$ cat src/rtl/stack_pkg.sv
// rtl/stack_pkg.sv - shared constants and occupancy type for the operand stack
package stack_pkg;

    localparam int DEF_WIDTH = 8;
    localparam int DEF_DEPTH = 8;
    localparam int PTR_W     = $clog2(DEF_DEPTH) + 1;

    typedef enum logic [1:0] {
        ST_EMPTY,
        ST_PARTIAL,
        ST_FULL
    } occ_t;

endpackage

$ cat src/rtl/stack_ram.sv
// rtl/stack_ram.sv - DEPTH x WIDTH register array, sync write, async read
import stack_pkg::*;

module stack_ram #(
    parameter int WIDTH = DEF_WIDTH,
    parameter int DEPTH = DEF_DEPTH
) (
    input  logic                     clk,
    input  logic                     we,
    input  logic [$clog2(DEPTH)-1:0] waddr,
    input  logic [WIDTH-1:0]         wdata,
    input  logic [$clog2(DEPTH)-1:0] raddr,
    output logic [WIDTH-1:0]         rdata
);

    logic [WIDTH-1:0] mem [DEPTH];

    always_ff @(posedge clk) begin
        if (we) begin
            mem[waddr] <= wdata;
        end
    end

    assign rdata = mem[raddr];

endmodule

$ cat src/rtl/stack_unit.sv
// rtl/stack_unit.sv - LIFO operand stack with registered read; STACK_GUARD_EN adds boundary checks
import stack_pkg::*;

module stack_unit #(
    parameter int WIDTH = DEF_WIDTH,
    parameter int DEPTH = DEF_DEPTH
) (
    input  logic                     clk,
    input  logic                     rst,
    input  logic                     push,
    input  logic                     pop,
    input  logic                     tos,
    input  logic [WIDTH-1:0]         d_in,
    output logic [WIDTH-1:0]         d_out,
    output logic                     empty,
    output logic                     full,
    output logic [$clog2(DEPTH):0]   count,
    output logic                     overflow,
    output logic                     underflow
);

    localparam int IDX_W = $clog2(DEPTH);
    localparam int SP_W  = IDX_W + 1;

    logic [SP_W-1:0]  sp;
    logic [SP_W-1:0]  sp_nxt;
    logic [IDX_W-1:0] top_idx;
    logic [IDX_W-1:0] waddr;
    logic [WIDTH-1:0] rdata;
    logic             we;
    logic             ld_dout;
    occ_t             occ;

    assign top_idx = sp[IDX_W-1:0] - IDX_W'(1);

    always_comb begin
        occ = ST_PARTIAL;
        if (sp == '0) begin
            occ = ST_EMPTY;
        end else if (sp == SP_W'(DEPTH)) begin
            occ = ST_FULL;
        end
    end

    assign empty = (occ == ST_EMPTY);
    assign full  = (occ == ST_FULL);
    assign count = sp;

`ifdef STACK_GUARD_EN
    logic set_ovf;
    logic set_unf;
    logic ovf_q;
    logic unf_q;

    always_comb begin
        sp_nxt  = sp;
        ld_dout = 1'b0;
        we      = 1'b0;
        waddr   = sp[IDX_W-1:0];
        set_ovf = 1'b0;
        set_unf = 1'b0;
        if (push && pop) begin
            we = 1'b1;
            if (occ == ST_EMPTY) begin
                // nothing to replace, so it degrades to a plain push
                sp_nxt  = sp + SP_W'(1);
                set_unf = 1'b1;
            end else begin
                waddr   = top_idx;
                ld_dout = 1'b1;
            end
        end else if (push) begin
            if (occ == ST_FULL) begin
                set_ovf = 1'b1;
            end else begin
                we     = 1'b1;
                sp_nxt = sp + SP_W'(1);
            end
        end else if (pop || tos) begin
            if (occ == ST_EMPTY) begin
                set_unf = 1'b1;
            end else begin
                ld_dout = 1'b1;
                if (pop) begin
                    sp_nxt = sp - SP_W'(1);
                end
            end
        end
    end

    always_ff @(posedge clk) begin
        if (rst) begin
            ovf_q <= 1'b0;
            unf_q <= 1'b0;
        end else begin
            ovf_q <= ovf_q | set_ovf;
            unf_q <= unf_q | set_unf;
        end
    end

    assign overflow  = ovf_q;
    assign underflow = unf_q;
`else
    always_comb begin
        sp_nxt  = sp;
        ld_dout = 1'b0;
        we      = 1'b0;
        waddr   = sp[IDX_W-1:0];
        if (push && pop) begin
            we      = 1'b1;
            waddr   = top_idx;
            ld_dout = 1'b1;
        end else if (push) begin
            we     = 1'b1;
            sp_nxt = sp + SP_W'(1);
        end else if (pop || tos) begin
            ld_dout = 1'b1;
            if (pop) begin
                sp_nxt = sp - SP_W'(1);
            end
        end
    end

    assign overflow  = 1'b0;
    assign underflow = 1'b0;
`endif

    always_ff @(posedge clk) begin
        if (rst) begin
            sp    <= '0;
            d_out <= '0;
        end else begin
            sp <= sp_nxt;
            if (ld_dout) begin
                d_out <= rdata;
            end
        end
    end

    stack_ram #(
        .WIDTH (WIDTH),
        .DEPTH (DEPTH)
    ) u_ram (
        .clk   (clk),
        .we    (we && !rst),
        .waddr (waddr),
        .wdata (d_in),
        .raddr (top_idx),
        .rdata (rdata)
    );

endmodule
$ cat config.mk
export PLATFORM = sky130hd
export DESIGN_NAME = stack_unit
export DESIGN_NICKNAME = d
export VERILOG_FILES = /design/src/rtl/stack_pkg.sv /design/src/rtl/stack_ram.sv /design/src/rtl/stack_unit.sv
export SDC_FILE = /design/constraint.sdc
export NUM_CORES = 1
export LEC_CHECK = 0
export CORE_MARGIN = 10
export CORE_UTILIZATION = 50
export CTS_BUF_LIST = sky130_fd_sc_hd__clkbuf_2 sky130_fd_sc_hd__clkbuf_4 sky130_fd_sc_hd__clkbuf_8
export CTS_CLUSTER_DIAMETER = 30
export DETAILED_ROUTE_END_ITERATION = 8
export PLACE_DENSITY = 0.7
export SLEW_MARGIN = 0
export SYNTH_ARGS = -nofsm -noshare
export SYNTH_HDL_FRONTEND = slang
export SYNTH_SLANG_ARGS = --single-unit
$ cat constraint.sdc
create_clock -name clk -period 4.95 [get_ports clk]
set_input_delay 0.99 -clock clk [delete_from_list [all_inputs] [get_ports clk]]
set_output_delay 0.99 -clock clk [all_outputs]
set_load 0.02 [all_outputs]
==> run_results.csv <==
group,metric,value,unit
worst_setup_path,arrival,2130,ps
drt,wl,6.13,mm
timing,slew_headroom,0.444,
logic_synthesis,yosysWarnings,0,
clock_network,root_buffer,"clkbuf_8",
logic_synthesis,synth_area_leaders,"edfxtp_1 (62%), mux4_2 (10%), dfxtp_1 (7.7%)",
power,p_int,1.12,mW
worst_setup_path,crit_required,3960,ps
placed_design,io_buffers,26,
worst_setup_path,cp_max_fo,25,
power,power_density,424,nW/um^2
timing,finalHoldViolCount,0,
die,die_area,9780,sq um
logic_synthesis,syn_avg_cell_area,16.9,sq um
cells_and_area,drive_gt1_frac,0.155,
cells_and_area,finalNonFillerCells,294,
clock_network,clk_pin_slew,70,ps
drt,dr_wl_met2,3.13,mm
worst_setup_path,crit_buf_inv,3,
drt,ant_nets,0,
placed_design,routabilityCongestion,0.806,
power,combPwrFrac,0.215,
timing,fin_tns_setup,0,ps
clock_network,cts.sink_count,76,
die,rows,28,
clock_network,ctsHoldBuffers,0,
drt,drt_iter0_markers,71,
timing,min_period_over_period,0.630,
die,pin_count,29,
die,die_x,98.9,um
power,sequentialPowerShare,0.502,
power,leakagePower,1.24,nW
global_routing,grt_max_degree,26,
drt,wl_per_cell,20.8,um
logic_synthesis,yosysUniqueCellTypes,33,
job,max_cap_viol_count,0,
logic_synthesis,synth_top_cell_by_area,"edfxtp_1",
clock_network,cts_tree,"built",
global_routing,antenna_found_initial,0,
drt,viasPerCell,5.67,
logic_synthesis,syn_area,3110,sq um
die,dieHeight,98.9,um
timing,finalClockSkew,9.02,ps
drt,drt_first_pass_iters,4,
drt,wl_met3,342,um
power,power_frac_clock,0.283,
worst_hold_path,hp-class,"flip-flop to flip-flop",
clock_network,post_cts_buffers,0,
drt,vias,1668,
cells_and_area,syn2layout_area_growth,15.4,%
timing,worst_pin_slew,831,ps
global_routing,grt_pass1_wl,9.92,mm
clock_network,clockBufferDepth,2,
die,initial_utilization,0.519,
logic_synthesis,seq_area_frac_synth,0.695,
global_routing,grt_pass1_vias,1826,
power,total_power,1.52,mW
timing,maxSlewViolCount,0,
global_routing,gr-usage-all-layers,0.131,
logic_synthesis,ys_ff_latch,76,
drt,top_layer,"met4",
die,fp.coreArea,5990,sq um
worst_setup_path,critical_path_class,"flip-flop to output pin",
worst_setup_path,start_kind,"flip-flop",
drt,met1Wirelength,2.51,mm
clock_network,cts_buffers,9,
global_routing,grt.overflow.total,0,
worst_setup_path,end_kind,"output pin",
outcome,status,"finished clean",
cells_and_area,fin_nets,232,
power,p_sw,406,uW
placed_design,dp.cells,278,
worst_setup_path,crit_family,"buffers and inverters",
worst_setup_path,crit_path_top_delay_cell,"clkdlybuf4s50_1",
placed_design,dp_hpwl,4.17,mm
cells_and_area,final_cell_area,3590,sq um
timing,rsz0062_at_grt,"false",
drt,drcViolationCount,0,
timing,setup_violations,0,
worst_setup_path,max_stage_delay,530,ps
timing,period_needed,3120,ps
worst_setup_path,path_cells,"buf_4 -> inv_2 -> ha_1 -> and3b_1 -> clkdlybuf4s50_1",
clock_network,clk_latency,330,ps
clock_network,cts_resized,0,
timing,fmax,321,MHz
clock_network,htreeDepth,3,
logic_synthesis,syn_inst,184,
power,ir_worst_vdd,0.259,mV
placed_design,dpl-instance-area,3410,sq um
cells_and_area,antenna_cells,0,
power,switching_share,0.266,
logic_synthesis,synth_top_area_frac,0.618,
==> metrics by stage <==
stage / util / setup WS, ps / hold slack (ps)
after CTS: 0.600 / 1800 / 447
after detailed placement: 0.569 / 1660 / 437
after global routing: 0.600 / 1680 / 469
after floorplan: - / 2400 / 517
final: 0.600 / 1830 / 443
after global placement: 0.569 / 1770 / 426
==> final cells by class <==
type / count / area (sq um)
fill: 450 / 2400
sequential: 76 / 2160
multi-input combinational: 94 / 858
timing repair buffer: 28 / 275
clock buffer: 14 / 174
tap: 75 / 93.8
inverter: 5 / 18.8
clock inverter: 2 / 10.0
==> sequential cells by signal, indices dropped and copies added, names as in the netlist <==
name / count
count: 4
u_ram.mem: 64
d_out: 8
==> cell usage in the layout (no fill, tap or decap), types with 2 or more instances in the layout <==
| cell type | netlist | routed |
|---|---|---|
| xnor2_1 | 4 | 4 |
| a22oi_1 | 8 | 8 |
| nor4_1 | 4 | 4 |
| nor3b_1 | 3 | 3 |
| edfxtp_1 | 64 | 64 |
| conb_1 | 1 | 2 |
| clkbuf_8 | 0 | 11 |
| clkbuf_4 | 0 | 3 |
| inv_1 | 4 | 4 |
| ha_1 | 4 | 4 |
| nor2_1 | 14 | 14 |
| o21ai_1 | 4 | 4 |
| clkdlybuf4s50_1 | 0 | 26 |
| mux4_2 | 14 | 14 |
| clkinv_2 | 0 | 2 |
| nand2_1 | 20 | 20 |
| dfxtp_1 | 12 | 12 |
| mux2i_1 | 2 | 2 |
| nor2b_1 | 2 | 2 |
| buf_4 | 3 | 2 |
| mux4_1 | 2 | 2 |
==> logic make-up after synthesis <==
family,Yosys count,synth area share
compound gates,17,0.0418
flops,76,0.695
buf+inv,15,0.0306
mux,19,0.128
fa+ha+maj,5,0.0225
other cells,1,0.00121
xor+xnor,5,0.0141
simple gates,46,0.0667
==> Yosys cell counts <==
master and number:
mux2_1 1, dfxtp_1 12, nor2b_1 2, xnor2_1 4, nor3_1 1, edfxtp_1 64, buf_6 1, xor2_1 1
mux2i_1 2, fa_1 1, nand2b_1 1, clkbuf_1 2, and3b_1 1, a21oi_1 1, o211a_1 1, buf_12 1
conb_1 1, o21ai_1 4, nor3b_1 3, mux4_1 2, buf_2 3, a21o_1 1, ha_1 4, nor2_1 14
a22oi_1 8, a211oi_1 1, a211oi_4 1, inv_2 1, buf_4 3, inv_1 4, nand2_1 20, mux4_2 14
nor4_1 4
==> worst paths after layout <==
| check | startpoint | to | slack, ps | depth (start not counted) |
|---|---|---|---|---|
| worst max-delay path | count[0] | full | 1830 | 5 |
| worst min-delay path | d_out[7] | d_out[7] | 440 | 2 |
| worst max register to register | count[0] | u_ram.mem[4][5] | 1880 | 7 |
| worst min register to register | d_out[7] | d_out[7] | 440 | 2 |
==> power groups by stage <==
stage / combinational [mW] / clock, mW / sequential (mW)
after floorplan: 0.191 / 0 / 0.802
after global placement: 0.325 / 0 / 0.776
after detailed placement: 0.331 / 0 / 0.778
after CTS: 0.332 / 0.440 / 0.764
after global routing: 0.354 / 0.465 / 0.769
final: 0.328 / 0.431 / 0.764
==> layer usage <==
layer	global-route usage	vias up
met5	0	-
met4	0.0595	0
met3	0.0412	8
met2	0.216	48
met1	0.152	846
li1	-	766
==> worst min-delay path, cell delays in order, from the launching register on <==
cell and delay (ps):
dfxtp_1 310, nand2_1 50, nand2_1 40
Power figures use the tool's default switching activity.
